[src/rtl/axi8_lite_master_if.sv]
// Host command/response port plus AXI4-Lite master channels of axi8_lite_master.
// The master modport is the initiator's view; slave is the host/responder side.
interface axi8_lite_master_if #(
    parameter int ADDR_W = 1,
    parameter int DATA_W = 8
);
    logic              cmd_valid;
    logic              cmd_ready;
    logic              cmd_write;
    logic [ADDR_W-1:0] cmd_addr;
    logic [DATA_W-1:0] cmd_wdata;
    logic              cmd_wstrb;

    logic              rsp_valid;
    logic              rsp_ready;
    logic [DATA_W-1:0] rsp_rdata;
    logic [1:0]        rsp_resp;
    logic              rsp_timeout;

    logic              m_awvalid;
    logic              m_awready;
    logic [ADDR_W-1:0] m_awaddr;
    logic              m_wvalid;
    logic              m_wready;
    logic [DATA_W-1:0] m_wdata;
    logic              m_wstrb;
    logic              m_bvalid;
    logic              m_bready;
    logic [1:0]        m_bresp;
    logic              m_arvalid;
    logic              m_arready;
    logic [ADDR_W-1:0] m_araddr;
    logic              m_rvalid;
    logic              m_rready;
    logic [DATA_W-1:0] m_rdata;
    logic [1:0]        m_rresp;

    modport master (
        input  cmd_valid, cmd_write, cmd_addr, cmd_wdata, cmd_wstrb, rsp_ready,
               m_awready, m_wready, m_bvalid, m_bresp, m_arready, m_rvalid, m_rdata, m_rresp,
        output cmd_ready, rsp_valid, rsp_rdata, rsp_resp, rsp_timeout,
               m_awvalid, m_awaddr, m_wvalid, m_wdata, m_wstrb, m_bready,
               m_arvalid, m_araddr, m_rready
    );

    modport slave (
        output cmd_valid, cmd_write, cmd_addr, cmd_wdata, cmd_wstrb, rsp_ready,
               m_awready, m_wready, m_bvalid, m_bresp, m_arready, m_rvalid, m_rdata, m_rresp,
        input  cmd_ready, rsp_valid, rsp_rdata, rsp_resp, rsp_timeout,
               m_awvalid, m_awaddr, m_wvalid, m_wdata, m_wstrb, m_bready,
               m_arvalid, m_araddr, m_rready
    );
endinterface

[src/rtl/axi8_lite_master.sv]
// AXI4-Lite initiator: one host command becomes one AW/W/B or AR/R transaction.
// Define AXI8_MASTER_TIMEOUT_EN to build the channel-wait watchdog.
module axi8_lite_master #(
    parameter int ADDR_W         = 1,
    parameter int DATA_W         = 8,
    parameter int TIMEOUT_CYCLES = 64
) (
    input  logic               clk,
    input  logic               rst_n,
    axi8_lite_master_if.master bus
);
    localparam logic [2:0] IDLE    = 3'd0;
    localparam logic [2:0] WR_AW_W = 3'd1;
    localparam logic [2:0] WR_B    = 3'd2;
    localparam logic [2:0] RD_AR   = 3'd3;
    localparam logic [2:0] RD_R    = 3'd4;
    localparam logic [2:0] RSP     = 3'd5;

    logic [2:0]        state;
    logic              aw_done;
    logic              w_done;
    logic [ADDR_W-1:0] addr_q;
    logic [DATA_W-1:0] wdata_q;
    logic              wstrb_q;
    logic [DATA_W-1:0] rdata_q;
    logic [1:0]        resp_q;
    logic              timeout_q;

    logic aw_hs, w_hs, ar_hs, b_hs, r_hs;
    logic abort;

    assign aw_hs = (state == WR_AW_W) && !aw_done && bus.m_awready;
    assign w_hs  = (state == WR_AW_W) && !w_done  && bus.m_wready;
    assign ar_hs = (state == RD_AR) && bus.m_arready;
    assign b_hs  = (state == WR_B)  && bus.m_bvalid;
    assign r_hs  = (state == RD_R)  && bus.m_rvalid;

`ifdef AXI8_MASTER_TIMEOUT_EN
    localparam logic [7:0] WAIT_LAST = 8'(TIMEOUT_CYCLES - 1);

    logic [7:0] wait_cnt;
    logic       in_wait;
    logic       any_hs;

    assign in_wait = (state == WR_AW_W) || (state == WR_B) || (state == RD_AR) || (state == RD_R);
    assign any_hs  = aw_hs || w_hs || ar_hs || b_hs || r_hs;

    always_ff @(posedge clk or negedge rst_n) begin
        if (!rst_n)
            wait_cnt <= '0;
        else if (!in_wait || any_hs)
            wait_cnt <= '0;
        else
            wait_cnt <= wait_cnt + 8'd1;
    end

    // Abort on the edge the count would reach TIMEOUT_CYCLES, so a stuck valid
    // is presented for exactly TIMEOUT_CYCLES cycles.
    assign abort = in_wait && !any_hs && (wait_cnt == WAIT_LAST);
`else
    logic unused_timeout;
    assign unused_timeout = (TIMEOUT_CYCLES != 0);
    assign abort          = 1'b0;
`endif

    // NOTE: state uses <= only; the handshake terms above read the pre-edge values.
    always_ff @(posedge clk or negedge rst_n) begin
        if (!rst_n) begin
            state     <= IDLE;
            aw_done   <= 1'b0;
            w_done    <= 1'b0;
            addr_q    <= '0;
            wdata_q   <= '0;
            wstrb_q   <= 1'b0;
            rdata_q   <= '0;
            resp_q    <= 2'b00;
            timeout_q <= 1'b0;
        end else if (abort) begin
            state     <= RSP;
            timeout_q <= 1'b1;
            resp_q    <= 2'b10;
            rdata_q   <= '0;
        end else begin
            case (state)
                IDLE: begin
                    if (bus.cmd_valid) begin
                        addr_q    <= bus.cmd_addr;
                        wdata_q   <= bus.cmd_wdata;
                        wstrb_q   <= bus.cmd_wstrb;
                        aw_done   <= 1'b0;
                        w_done    <= 1'b0;
                        timeout_q <= 1'b0;
                        state     <= bus.cmd_write ? WR_AW_W : RD_AR;
                    end
                end
                WR_AW_W: begin
                    if (aw_hs) aw_done <= 1'b1;
                    if (w_hs)  w_done  <= 1'b1;
                    if ((aw_done || aw_hs) && (w_done || w_hs))
                        state <= WR_B;
                end
                WR_B: begin
                    if (b_hs) begin
                        resp_q  <= bus.m_bresp;
                        rdata_q <= '0;
                        state   <= RSP;
                    end
                end
                RD_AR: begin
                    if (ar_hs) state <= RD_R;
                end
                RD_R: begin
                    if (r_hs) begin
                        rdata_q <= bus.m_rdata;
                        resp_q  <= bus.m_rresp;
                        state   <= RSP;
                    end
                end
                RSP: begin
                    if (bus.rsp_ready) state <= IDLE;
                end
                default: state <= IDLE;
            endcase
        end
    end

    // Every output comes from state or a register; no input reaches an output.
    assign bus.cmd_ready   = (state == IDLE);
    assign bus.rsp_valid   = (state == RSP);
    assign bus.rsp_rdata   = rdata_q;
    assign bus.rsp_resp    = resp_q;
    assign bus.rsp_timeout = timeout_q;
    assign bus.m_awvalid   = (state == WR_AW_W) && !aw_done;
    assign bus.m_wvalid    = (state == WR_AW_W) && !w_done;
    assign bus.m_awaddr    = addr_q;
    assign bus.m_wdata     = wdata_q;
    assign bus.m_wstrb     = wstrb_q;
    assign bus.m_bready    = (state == WR_B);
    assign bus.m_arvalid   = (state == RD_AR);
    assign bus.m_araddr    = addr_q;
    assign bus.m_rready    = (state == RD_R);
endmodule

[src/flat_wrapper.sv]
// flat-port wrapper written by rule: the top's interface ports become plain ports
module axi8_lite_master_flat 
#(
    parameter int ADDR_W         = 1,
    parameter int DATA_W         = 8,
    parameter int TIMEOUT_CYCLES = 64
)
  (clk, rst_n, bus_cmd_valid, bus_cmd_write, bus_cmd_addr, bus_cmd_wdata, bus_cmd_wstrb, bus_rsp_ready, bus_m_awready, bus_m_wready, bus_m_bvalid, bus_m_bresp, bus_m_arready, bus_m_rvalid, bus_m_rdata, bus_m_rresp, bus_cmd_ready, bus_rsp_valid, bus_rsp_rdata, bus_rsp_resp, bus_rsp_timeout, bus_m_awvalid, bus_m_awaddr, bus_m_wvalid, bus_m_wdata, bus_m_wstrb, bus_m_bready, bus_m_arvalid, bus_m_araddr, bus_m_rready);
  axi8_lite_master_if #(.ADDR_W(ADDR_W), .DATA_W(DATA_W)) bus_i ();
  input  logic clk;
  input  logic rst_n;
  input wire logic [$bits(bus_i.cmd_valid)-1:0] bus_cmd_valid;
  input wire logic [$bits(bus_i.cmd_write)-1:0] bus_cmd_write;
  input wire logic [$bits(bus_i.cmd_addr)-1:0] bus_cmd_addr;
  input wire logic [$bits(bus_i.cmd_wdata)-1:0] bus_cmd_wdata;
  input wire logic [$bits(bus_i.cmd_wstrb)-1:0] bus_cmd_wstrb;
  input wire logic [$bits(bus_i.rsp_ready)-1:0] bus_rsp_ready;
  input wire logic [$bits(bus_i.m_awready)-1:0] bus_m_awready;
  input wire logic [$bits(bus_i.m_wready)-1:0] bus_m_wready;
  input wire logic [$bits(bus_i.m_bvalid)-1:0] bus_m_bvalid;
  input wire logic [$bits(bus_i.m_bresp)-1:0] bus_m_bresp;
  input wire logic [$bits(bus_i.m_arready)-1:0] bus_m_arready;
  input wire logic [$bits(bus_i.m_rvalid)-1:0] bus_m_rvalid;
  input wire logic [$bits(bus_i.m_rdata)-1:0] bus_m_rdata;
  input wire logic [$bits(bus_i.m_rresp)-1:0] bus_m_rresp;
  output wire logic [$bits(bus_i.cmd_ready)-1:0] bus_cmd_ready;
  output wire logic [$bits(bus_i.rsp_valid)-1:0] bus_rsp_valid;
  output wire logic [$bits(bus_i.rsp_rdata)-1:0] bus_rsp_rdata;
  output wire logic [$bits(bus_i.rsp_resp)-1:0] bus_rsp_resp;
  output wire logic [$bits(bus_i.rsp_timeout)-1:0] bus_rsp_timeout;
  output wire logic [$bits(bus_i.m_awvalid)-1:0] bus_m_awvalid;
  output wire logic [$bits(bus_i.m_awaddr)-1:0] bus_m_awaddr;
  output wire logic [$bits(bus_i.m_wvalid)-1:0] bus_m_wvalid;
  output wire logic [$bits(bus_i.m_wdata)-1:0] bus_m_wdata;
  output wire logic [$bits(bus_i.m_wstrb)-1:0] bus_m_wstrb;
  output wire logic [$bits(bus_i.m_bready)-1:0] bus_m_bready;
  output wire logic [$bits(bus_i.m_arvalid)-1:0] bus_m_arvalid;
  output wire logic [$bits(bus_i.m_araddr)-1:0] bus_m_araddr;
  output wire logic [$bits(bus_i.m_rready)-1:0] bus_m_rready;
  assign bus_i.cmd_valid = bus_cmd_valid;
  assign bus_i.cmd_write = bus_cmd_write;
  assign bus_i.cmd_addr = bus_cmd_addr;
  assign bus_i.cmd_wdata = bus_cmd_wdata;
  assign bus_i.cmd_wstrb = bus_cmd_wstrb;
  assign bus_i.rsp_ready = bus_rsp_ready;
  assign bus_i.m_awready = bus_m_awready;
  assign bus_i.m_wready = bus_m_wready;
  assign bus_i.m_bvalid = bus_m_bvalid;
  assign bus_i.m_bresp = bus_m_bresp;
  assign bus_i.m_arready = bus_m_arready;
  assign bus_i.m_rvalid = bus_m_rvalid;
  assign bus_i.m_rdata = bus_m_rdata;
  assign bus_i.m_rresp = bus_m_rresp;
  assign bus_cmd_ready = bus_i.cmd_ready;
  assign bus_rsp_valid = bus_i.rsp_valid;
  assign bus_rsp_rdata = bus_i.rsp_rdata;
  assign bus_rsp_resp = bus_i.rsp_resp;
  assign bus_rsp_timeout = bus_i.rsp_timeout;
  assign bus_m_awvalid = bus_i.m_awvalid;
  assign bus_m_awaddr = bus_i.m_awaddr;
  assign bus_m_wvalid = bus_i.m_wvalid;
  assign bus_m_wdata = bus_i.m_wdata;
  assign bus_m_wstrb = bus_i.m_wstrb;
  assign bus_m_bready = bus_i.m_bready;
  assign bus_m_arvalid = bus_i.m_arvalid;
  assign bus_m_araddr = bus_i.m_araddr;
  assign bus_m_rready = bus_i.m_rready;
  axi8_lite_master #(.ADDR_W(ADDR_W), .DATA_W(DATA_W), .TIMEOUT_CYCLES(TIMEOUT_CYCLES)) u_core (.clk(clk), .rst_n(rst_n), .bus(bus_i));
endmodule
[config.mk]
export PLATFORM = sky130hd
export DESIGN_NAME = axi8_lite_master_flat
export DESIGN_NICKNAME = d
export VERILOG_FILES = /design/src/rtl/axi8_lite_master_if.sv /design/src/rtl/axi8_lite_master.sv /design/src/flat_wrapper.sv
export SDC_FILE = /design/constraint.sdc
export NUM_CORES = 1
export LEC_CHECK = 0
export BUFFER_PORTS_ARGS = -buffer_cell sky130_fd_sc_hd__clkbuf_2
export CAP_MARGIN = 40
export CELL_PAD_IN_SITES_DETAIL_PLACEMENT = 1
export CELL_PAD_IN_SITES_GLOBAL_PLACEMENT = 2
export CORE_MARGIN = 4
export CORE_UTILIZATION = 24
export CTS_CLUSTER_DIAMETER = 100
export DETAILED_ROUTE_END_ITERATION = 10
export PLACE_DENSITY_LB_ADDON = 0.05
export RECOVER_POWER = 100
export SLEW_MARGIN = 10
export SYNTH_ARGS = -nofsm -noshare
export SYNTH_HDL_FRONTEND = slang
export SYNTH_SLANG_ARGS = --single-unit
[constraint.sdc]
create_clock -name clk -period 1.8 [get_ports clk]
set_input_delay 0.27 -clock clk [delete_from_list [all_inputs] [get_ports clk]]
set_output_delay 0.27 -clock clk [all_outputs]
set_load 0.005 [all_outputs]
==> metrics.md, run 1 <==
| Metric | Value |
|---|---|
| Buffers on Ports | `59` |
| Latest clock arrival within the worst-skew pair | `between 0.2 and 0.3 ns` |
| Final wirelength | `3290 um` |
| Routability congestion estimate | `0.691` |
| Residual DRC | `0` |
| CTS Hold Bufs | `0` |
| Layout cells sized above 1 | `0.530` |
| Die extent in y | `80.0 um` |
| Post-layout net count | `199` |
| WS Path Type | `flip-flop to flip-flop` |
| DRT iter0 DRCs | `67` |
| Mapped Cells | `102` |
| Syn. warnings | `0` |
| Mapped cell area | `about 1200 sq um` |
| # fillers | `slightly below 600` |
| Largest net degree at the start of global routing | `26` |
| Row cnt | `25` |
| Post-Synth XOR/XNOR Area | `0.00705` |
| Setup Skew | `approximately 0.0029 ns` |
| Post-synth EDFFs | `0` |
| Ys async rst share | `1.00` |
| Unique masters post-synth | `28` |
| Compound-gate portion of the synthesized area | `0.0564` |
| RSZ-0062 raised after global routing | `no` |
| Drt pass-1 iters | `2` |
| Worst-path fanout max | `10` |
| Worst slew margin | `0.0983` |
| Initial core utilization | `0.255` |
| Total congestion overflow | `0` |
| Core area | `4880 sq um` |
| Startpoint Class | `flip-flop` |
| Arr. time, crit path | `1.84 ns` |
| Critical path required time | `1.95 ns` |
| Top_reg_cell synth | `dfrtp_1` |
| Critical R2R Capture | `u_core.bus.rsp_resp[1]$_DFFE_PN0P_` |
| Outcome | `finished clean` |
| Setup TNS | `0 ns` |
| Final setup vio count | `0` |
| Num CTS Buffers | `3` |
| Root Driver | `clkbuf_8` |
| CTS sink cnt | `25` |
| FF/Latch Area | `roughly 630 sq um` |
| Vias | `1021` |
| Synth Area in Simple Gates | `0.135` |
| Hold Crit Class | `primary input to flip-flop` |
| Synth-to-Final Area Change | `37.0%` |
| CTS tree | `done` |
| Overall fraction of global-route tracks in use | `0.105` |
| H-Tree Depth | `1` |
| WHS Endpoint | `u_core.bus.m_wdata[6]$_DFFE_PN0P_` |
| Average cell area after synthesis | `12.2 sq um` |
| Period minus WS final | `1.69 ns` |
| Footprint of the multi-input gates | `571 sq um` |
| Post-DP HPWL | `2650 um` |
| Pleak | `0.871 nW` |
| Synthesis-stage register bit count | `25` |
| Seq/Total Area, Yosys | `0.504` |
| Pwr/cell area | `approximately 1700 nW/um^2` |
| Die Wd | `about 80 um` |
| Min-delay src | `bus_cmd_wdata[6]` |
| R2R depth | `4` |
| VDD IR max | `0.000453 V` |
| Final Hold Viols | `0` |
| Post-synthesis mux area share | `0.248` |
| Initial antenna violation count | `0` |
| Critical R2R Launch | `u_core.state[1]$_DFFE_PN0P_` |
| Diodes inserted | `0` |
| Setup crit end kind | `flip-flop` |
| Maximum capacitance violations | `0` |
| Top Ports | `61` |
| Final Cell Area | `1700 sq um` |
| Worst Tran Pin Value | `1.35 ns` |
| Hold path depth | `2` |
| DR WL/cell | `14.1 um` |
| Die area | `6390 sq um` |
| Clock slew at reported path FFs | `0.09 ns` |
| Post-route antenna net violation count | `0` |
| First-pass GRT wire length | `roughly 5300 um` |
| Synthesized Nets | `134` |
| Commonest non-fill, non-tap cell in the layout | `clkbuf_2` |
| Vias per cell | `4.38` |
| Max Clock Freq | `0.592 GHz` |
| Adder-cell share of the synthesized area | `0` |
| Final period util | `0.939` |
| Via count of the first global-routing pass | `1053` |
| Commonest cells after routing, fill and taps aside | `clkbuf_2, dfrtp_1, mux2_2, clkbuf_1, mux2_4` |
| Combinational family with the most area after synthesis | `multiplexers` |
| Max Root-Sink Buffers | `2` |
| R2r setup slk | `0.11 ns` |
| DP Area | `1670 sq um` |
| Max-slew violation count | `0` |
==> power breakdown <==
part           internal (mW)  switching (mW)  total (mW)
clock network          0.154           0.171       0.325
registers              0.842           0.162        1.00
logic                  0.887           0.711        1.60
total                   1.88            1.04        2.93
==> worst max path at each step <==
stage / end / from / cells after the start / slack, ns
detailed placement: u_core.bus.rsp_rdata[3]$_DFFE_PN0P_ / u_core.state[0]$_DFFE_PN0P_ / 5 / 0.02
CTS: u_core.bus.rsp_rdata[3]$_DFFE_PN0P_ / u_core.state[0]$_DFFE_PN0P_ / 5 / 0.03
global placement: u_core.bus.rsp_rdata[4]$_DFFE_PN0P_ / u_core.state[0]$_DFFE_PN0P_ / 5 / 0.07
global route: bus_m_wvalid / u_core.state[2]$_DFFE_PN0P_ / 6 / 0.03
finish: u_core.bus.rsp_resp[1]$_DFFE_PN0P_ / u_core.state[1]$_DFFE_PN0P_ / 4 / 0.11
floorplan: u_core.bus.rsp_rdata[0]$_DFFE_PN0P_ / u_core.state[0]$_DFFE_PN0P_ / 5 / 0.05
==> registers in the layout (all words and copies together) (netlist names) <==
name,count
u_core.bus.m_wstrb,1
u_core.bus.m_araddr,1
u_core.bus.rsp_resp,2
u_core.bus.m_wdata,8
u_core.state,3
u_core.aw_done,1
u_core.w_done,1
u_core.bus.rsp_rdata,8
==> layout make-up <==
type / instances / area share
Multi-Input combinational cell: 66 / 0.335
Timing Repair Buffer: 69 / 0.216
Tap cell: 67 / 0.0493
Sequential cell: 25 / 0.368
Inverter: 2 / 0.00441
Clock buffer: 3 / 0.0243
Clock inverter: 1 / 0.00294
==> routing by layer <==
metal  wire, um  part of all wire  GRT usage
met1       1430              0.43      0.137
met2       1590              0.48      0.171
met3        231             0.070     0.0181
met4         37             0.011     0.0405
met5          0                 0          0
==> Yosys cell counts, types with 2 or more instances <==
library cell  number  share of area
nand2_1            2         0.0060
buf_2              2         0.0081
a21oi_1            6          0.024
clkbuf_1           4          0.012
nor2_1             8          0.024
inv_1              2         0.0060
dfrtp_1           25           0.50
and3_1             9          0.045
buf_4              2          0.012
and2_1             2          0.010
mux2_4            10           0.12
mux2_2            14           0.13
==> critical path, stage by stage, from the launching register on <==
cell	delay [ns]
dfrtp_1	0.38
or4b_1	0.50
o31a_1	0.13
and3_4	0.25
mux2_4	0.31
==> timing repair <==
| action | CTS | global route |
|---|---|---|
| hold endpoints to repair | 0 | 0 |
| setup endpoints to repair | 1 | 14 |
| pin swaps | 0 | 1 |
| setup buffers | 0 | 1 |
| resized for setup | 1 | 2 |
==> cell families (layout without fill, tap and decap cells) <==
logic type,count (synthesis),after routing
simple gates,29,29
flops,25,25
mux,24,24
compound gates,11,11
buf+inv,11,75
other cells,1,1
xor+xnor,1,1
==> per-stage QoR <==
stage | utilization | worst slack (ns) | std cells | hold slack [ns] | total power [mW]
finish | 0.349 | 0.110 | 233 | 0.233 | 2.93
global route | 0.349 | 0.0275 | 233 | 0.219 | 3.18
global placement | 0.342 | 0.0707 | 229 | 0.319 | 2.64
CTS | 0.353 | 0.0276 | 233 | 0.0320 | 3.06
floorplan | - | 0.0461 | 102 | -0.0256 | 1.98
detailed placement | 0.342 | 0.0167 | 229 | 0.327 | 2.71
Note: power is estimated with default switching activity, not from simulation.
==> inputs of run 2 (changes only) <==
Settings changed: GPL_TIMING_DRIVEN from default to 0.
Clock period 1.8 ns to 1.5 ns, I/O delays scaled along.
==> metrics.md, run 2 (synthesis results as in run 1) <==
| Metric | Value |
|---|---|
| Layout Cells excl Fill | `247 (was 233)` |
| Commonest cells after routing, fill and taps aside | `clkbuf_2, dfrtp_1, mux2_4, clkbuf_1, buf_4 (was clkbuf_2, dfrtp_1, mux2_2, clkbuf_1, mux2_4)` |
| Last element of the critical path | `u_core.bus.rsp_rdata[4]$_DFFE_PN0P_ (was u_core.bus.rsp_resp[1]$_DFFE_PN0P_)` |
| Buffers on Ports | `59 (unchanged)` |
| Die area | `6390 sq um (unchanged)` |
| Final period util | `1.18 (was 0.939)` |
| Layout cells sized above 1 | `0.622 (was 0.530)` |
| Critical R2R Launch | `u_core.state[1]$_DFFE_PN0P_ (unchanged)` |
| Final Hold Viols | `0 (unchanged)` |
| DRT iter0 DRCs | `13 (was 67)` |
| Overall fraction of global-route tracks in use | `0.115 (was 0.105)` |
| Via count of the first global-routing pass | `1140 (was 1053)` |
| Post-layout net count | `213 (was 199)` |
| Initial antenna violation count | `0 (unchanged)` |
| Startpoint Class | `flip-flop (unchanged)` |
| Pleak | `1.01 nW (was 0.871 nW)` |
| Final setup vio count | `28 (was 0)` |
| CTS tree | `done (unchanged)` |
| Setup Skew | `0.00201 ns (was 0.00294 ns)` |
| Root Driver | `clkbuf_8 (unchanged)` |
| Top Ports | `61 (unchanged)` |
| Drt pass-1 iters | `2 (unchanged)` |
| Fin util | `0.405 (was 0.349)` |
| Max Clock Freq | `0.567 GHz (was 0.592 GHz)` |
| CTS sink cnt | `25 (unchanged)` |
| Setup crit end kind | `flip-flop (unchanged)` |
| WS Path Type | `flip-flop to flip-flop (unchanged)` |
| Residual DRC | `0 (unchanged)` |
| Routability congestion estimate | `0.646 (was 0.691)` |
| Row cnt | `25 (unchanged)` |
| Core area | `4880 sq um (unchanged)` |
| Largest net degree at the start of global routing | `26 (unchanged)` |
| Total congestion overflow | `0 (unchanged)` |
| Max-slew violation count | `0 (unchanged)` |
| VDD IR max | `0.000774 V (was 0.000453 V)` |
| First-pass GRT wire length | `5690 um (was 5250 um)` |
| Worst Tran Pin Value | `0.629 ns (was 1.35 ns)` |
| Synth-to-Final Area Change | `58.9% (was 37.0%)` |
| Placed cells | `228 (was 229)` |
| Arr. time, crit path | `1.92 ns (was 1.84 ns)` |
| Placement Setup Slack | `-0.366 ns (was 0.0167 ns)` |
| Num CTS Buffers | `3 (unchanged)` |
| Vias | `1081 (was 1021)` |
| Final wirelength | `3710 um (was 3290 um)` |
| Worst slew margin | `0.581 (was 0.0983)` |
| Commonest non-fill, non-tap cell in the layout | `clkbuf_2 (unchanged)` |
| DR WL/cell | `15.0 um (was 14.1 um)` |
| Hold Crit Class | `primary input to flip-flop (unchanged)` |
| Post-DP HPWL | `2580 um (was 2650 um)` |
| Post-route antenna net violation count | `0 (unchanged)` |
| Outcome | `finished with violations (was finished clean)` |
| Total Power | `4.28 mW (was 2.93 mW)` |
| Worst Setup Slack, final | `-0.264 ns (was 0.110 ns)` |
| R2R depth | `5 (was 4)` |
| Die Wd | `80.0 um (unchanged)` |
| Worst-path fanout max | `5 (was 10)` |
| Latest clock arrival within the worst-skew pair | `0.26 ns (about the same)` |
| Critical R2R Capture | `u_core.bus.rsp_rdata[4]$_DFFE_PN0P_ (was u_core.bus.rsp_resp[1]$_DFFE_PN0P_)` |
| Pwr/cell area | `2170 nW/um^2 (was 1720 nW/um^2)` |
| Max Root-Sink Buffers | `2 (unchanged)` |
| Diodes inserted | `0 (unchanged)` |
| Failing checks | `setup timing` |
| Critical path required time | `1.65 ns (was 1.95 ns)` |
| RSZ-0062 raised after global routing | `yes (was no)` |
| Die extent in y | `80.0 um (unchanged)` |
| Setup crit start | `u_core.state[1]$_DFFE_PN0P_ (unchanged)` |
| Initial core utilization | `0.255 (unchanged)` |
| R2r setup slk | `-0.26 ns (was 0.11 ns)` |
| Vias per cell | `4.38 (about the same)` |
| # fillers | `589 (was 578)` |
| Maximum capacitance violations | `0 (unchanged)` |
| H-Tree Depth | `1 (unchanged)` |
| Clock slew at reported path FFs | `0.08 ns (was 0.09 ns)` |
| Period minus WS final | `1.76 ns (was 1.69 ns)` |
-- run 2: cell count changes in the layout (fill, tap and decap cells not counted), moves of 3 or more --
cell and delta:
buf_6 +7, clkbuf_2 -4, nor2_1 -3, mux2_4 +12
mux2_2 -12, clkbuf_8 +3
-- run 2: cell type report --
type                            count  area [sq um]  area share
Multi-Input combinational cell     66           691       0.350
Sequential cell                    25           626       0.317
Timing Repair Buffer               74           418       0.212
Buffer                              9           104      0.0526
Tap cell                           67          83.8      0.0425
Clock buffer                        4          45.0      0.0228
Inverter                            2          7.51     0.00380
-- run 2: critical path: stages (launching register included) --
cell     delay (ns)
dfrtp_1        0.39
or4b_4         0.51
o31a_1         0.15
and3_4         0.17
buf_6          0.14
mux2_4         0.29
-- run 2: how the worst min path moves through the flow --
| stage | from | slack, ns | cells after the start | end |
|---|---|---|---|---|
| 4_1_cts | bus_cmd_wdata[0] | 0.19 | 2 | u_core.bus.m_wdata[0]$_DFFE_PN0P_ |
| 3_5_place_dp | rst_n | 0.28 | 1 | u_core.bus.m_wdata[6]$_DFFE_PN0P_ |
| 5_1_grt | bus_cmd_addr | 0.18 | 2 | u_core.bus.m_araddr$_DFFE_PN0P_ |
| 6_report | bus_cmd_wdata[6] | 0.19 | 2 | u_core.bus.m_wdata[6]$_DFFE_PN0P_ |
| 2_1_floorplan | rst_n | -0.07 | 0 | u_core.aw_done$_DFFE_PN0P_ |
| 3_3_place_gp | rst_n | 0.28 | 1 | u_core.bus.m_araddr$_DFFE_PN0P_ |
-- run 2: power breakdown --
part	internal, mW	switching, mW	leakage [nW]
Sequential	1.01	0.203	0.315
Combinational	1.58	1.09	0.673
Clock	0.190	0.201	0.0228
-- run 2: through the flow --
| step | setup TNS [ns] | hold slack (ns) | instance area (sq um) |
|---|---|---|---|
| final | -4.01 | 0.191 | 1970 |
| after global placement | -6.01 | 0.278 | 1620 |
| after global routing | -5.77 | 0.178 | 1970 |
| after CTS | -3.61 | 0.185 | 1840 |
| after detailed placement | -6.53 | 0.282 | 1620 |
| after floorplan | -2.53 | -0.0706 | 1240 |
-- run 2: layer usage --
metal,track usage,share of wire,vias to the layer above
li1,-,-,513
met1,0.141,0.44,533
met2,0.197,0.50,33
met3,0.0158,0.051,2
met4,0.0557,0.013,0
met5,0,0,-
-- run 2: timing repair --
action / 4_1_cts / 5_1_grt
hold endpoints to repair: 25 / 0
cloned: 1 / 1
hold buffers: 1 / 0
pin swaps: 3 / 6
buffers inserted: 7 / 5
resized for setup: 28 / 31
endpoints found under the setup margin: 29 / 29
==> inputs of run 3 (changes only) <==
Settings changed: CORE_MARGIN 4 to default, REMOVE_ABC_BUFFERS from default to 1, TNS_END_PERCENT from default to 30.
==> metrics.md, run 3 (synthesis results as in run 1) <==
| Metric | Value |
|---|---|
| Initial antenna violation count | `0 (unchanged)` |
| Worst Setup Slack, final | `-0.293 ns (was -0.264 ns)` |
| VDD IR max | `0.000537 V (was 0.000774 V)` |
| Layout Cells excl Fill | `230 (was 247)` |
| DRT iter0 DRCs | `13 (unchanged)` |
| CTS tree | `done (unchanged)` |
| RSZ-0062 raised after global routing | `yes (unchanged)` |
| First-pass GRT wire length | `5160 um (was 5690 um)` |
| Largest net degree at the start of global routing | `26 (unchanged)` |
| Top Ports | `61 (unchanged)` |
| Residual DRC | `0 (unchanged)` |
| Critical path required time | `1.66 ns (was 1.65 ns)` |
| CP Cell Sequence | `or4b_1, o31a_1, and3_4, mux2_4 (was or4b_4, o31a_1, and3_4, buf_6, mux2_4)` |
| GR peak layer | `met2 (unchanged)` |
| Setup crit end kind | `flip-flop (unchanged)` |
| Pleak | `0.846 nW (was 1.01 nW)` |
| Commonest non-fill, non-tap cell in the layout | `clkbuf_2 (unchanged)` |
| Pwr/cell area | `2070 nW/um^2 (was 2170 nW/um^2)` |
| Drt pass-1 iters | `4 (was 2)` |
| Routability congestion estimate | `0.668 (was 0.646)` |
| Num CTS Buffers | `3 (unchanged)` |
| Layout cells sized above 1 | `0.534 (was 0.622)` |
| Arr. time, crit path | `1.95 ns (was 1.92 ns)` |
| Buffers on Ports | `59 (unchanged)` |
| Outcome | `finished with violations (unchanged)` |
| Worst Tran Pin Value | `0.636 ns (was 0.629 ns)` |
| Maximum capacitance violations | `0 (unchanged)` |
| DR WL/cell | `14.2 um (was 15.0 um)` |
| Setup Skew | `0.00625 ns (was 0.00201 ns)` |
| Worst slew margin | `0.576 (was 0.581)` |
| # fillers | `569 (was 589)` |
| Post-layout net count | `196 (was 213)` |
| Max Root-Sink Buffers | `2 (unchanged)` |
| Worst-path fanout max | `5 (unchanged)` |
| Initial core utilization | `0.256 (was 0.255)` |
| Final wirelength | `3260 um (was 3710 um)` |
| Post-DP HPWL | `2220 um (was 2580 um)` |
| CP max stage delay | `0.52 ns (was 0.51 ns)` |
| Met1 GRT Util | `0.169 (was 0.141)` |
| GRT met3 Usage | `0.0176 (was 0.0158)` |
| Met2 Usage GRT | `0.207 (was 0.197)` |
| Core area | `4850 sq um (was 4880 sq um)` |
| Final setup vio count | `27 (was 28)` |
| CTS sink cnt | `25 (unchanged)` |
| Die Wd | `74.0 um (was 80.0 um)` |
| Period minus WS final | `1.79 ns (was 1.76 ns)` |
| Vias per cell | `4.46 (was 4.38)` |
| Die area | `5470 sq um (was 6390 sq um)` |
| Failing checks | `setup timing (unchanged)` |
| Via count of the first global-routing pass | `1033 (was 1140)` |
| H-Tree Depth | `1 (unchanged)` |
| Row cnt | `25 (unchanged)` |
| Root Driver | `clkbuf_8 (unchanged)` |
| Synth-to-Final Area Change | `34.7% (was 58.9%)` |
| Final Hold Viols | `0 (unchanged)` |
| Diodes inserted | `0 (unchanged)` |
| Latest clock arrival within the worst-skew pair | `0.27 ns (was 0.26 ns)` |
| Vias | `1025 (was 1081)` |
| Max Clock Freq | `0.558 GHz (was 0.567 GHz)` |
| Clock slew at reported path FFs | `0.09 ns (was 0.08 ns)` |
| Placed cells | `219 (was 228)` |
| Die extent in y | `74.0 um (was 80.0 um)` |
| Hold Crit Class | `primary input to flip-flop (unchanged)` |
| Overall fraction of global-route tracks in use | `0.128 (was 0.115)` |
| Commonest cells after routing, fill and taps aside | `clkbuf_2, dfrtp_1, mux2_2, clkbuf_1, mux2_4 (was clkbuf_2, dfrtp_1, mux2_4, clkbuf_1, buf_4)` |
| Max-slew violation count | `0 (unchanged)` |
| Slowest CP cell | `or4b_1 (was or4b_4)` |
| Startpoint Class | `flip-flop (unchanged)` |
| Total congestion overflow | `0 (unchanged)` |
| WS Path Type | `flip-flop to flip-flop (unchanged)` |
| Final period util | `1.20 (was 1.18)` |
| Fin util | `0.345 (was 0.405)` |
| Post-route antenna net violation count | `0 (unchanged)` |
run 3: changes by cell type in the layout (fill, tap and decap cells not counted), moves of 5 or more:
cell / change
mux2_2: +12
mux2_4: -12
buf_4: -8
buf_6: -7
clkbuf_2: +5
run 3: stage by stage:
stage / area (sq um) / hold slack (ns) / setup WS, ns / power, mW / setup TNS [ns]
2_1_floorplan: 1190 / -0.0706 / -0.428 / 2.27 / -5.63
3_3_place_gp: 1570 / 0.277 / -0.713 / 2.89 / -11.52
3_5_place_dp: 1570 / 0.282 / -0.758 / 2.93 / -12.30
4_1_cts: 1690 / 0.169 / -0.284 / 3.56 / -4.38
5_1_grt: 1670 / 0.170 / -0.345 / 3.77 / -6.31
6_report: 1670 / 0.174 / -0.293 / 3.47 / -4.20
run 3: report_power, final:
group	internal, mW	switching (mW)
Sequential	1.02	0.256
Clock	0.190	0.223
Combinational	0.986	0.796
run 3: layout make-up:
type | instances | area, sq um | area share
Sequential cell | 25 | 629 | 0.376
Inverter | 2 | 7.51 | 0.00448
Clock buffer | 4 | 45.0 | 0.0269
Tap cell | 67 | 83.8 | 0.0501
Multi-Input combinational cell | 67 | 584 | 0.349
Timing Repair Buffer | 65 | 324 | 0.194
run 3: worst paths after layout:
check	from	endpoint	slack [ns]	cells past startpoint
setup / recovery	u_core.state[0]$_DFFE_PN0P_	u_core.bus.rsp_rdata[6]$_DFFE_PN0P_	-0.29	4
hold / removal	bus_cmd_wstrb	u_core.bus.m_wstrb$_DFFE_PN0P_	0.17	2
setup reg to reg	u_core.state[0]$_DFFE_PN0P_	u_core.bus.rsp_rdata[6]$_DFFE_PN0P_	-0.29	4
hold reg to reg	u_core.bus.m_wdata[6]$_DFFE_PN0P_	u_core.bus.m_wdata[6]$_DFFE_PN0P_	0.51	1
max in group asynchronous	rst_n	u_core.state[2]$_DFFE_PN0P_	0.54	2
min in group asynchronous	rst_n	u_core.bus.m_wdata[2]$_DFFE_PN0P_	0.51	2
run 3: metal layers:
layer,part of all wire,vias up
li1,-,482
met1,0.44,500
met2,0.48,38
met3,0.060,5
met4,0.018,0
met5,0,-
run 3: critical path, delay by kind of cell (launching register included):
family / cells / cell delay [ns]
and+or+nand+nor: 2 / 0.74
AOI/OAI and AO/OA: 1 / 0.18
muxes: 1 / 0.30
DFF: 1 / 0.45
run 3: what timing repair did:
| item | CTS | global route |
|---|---|---|
| buffers inserted | 5 | 0 |
| setup endpoints to repair | 30 | 29 |
| hold buffers | 1 | 0 |
| gates cloned | 1 | 0 |
| pin swaps | 3 | 1 |
| endpoints found under the hold margin | 25 | 0 |
| resized for setup | 9 | 1 |
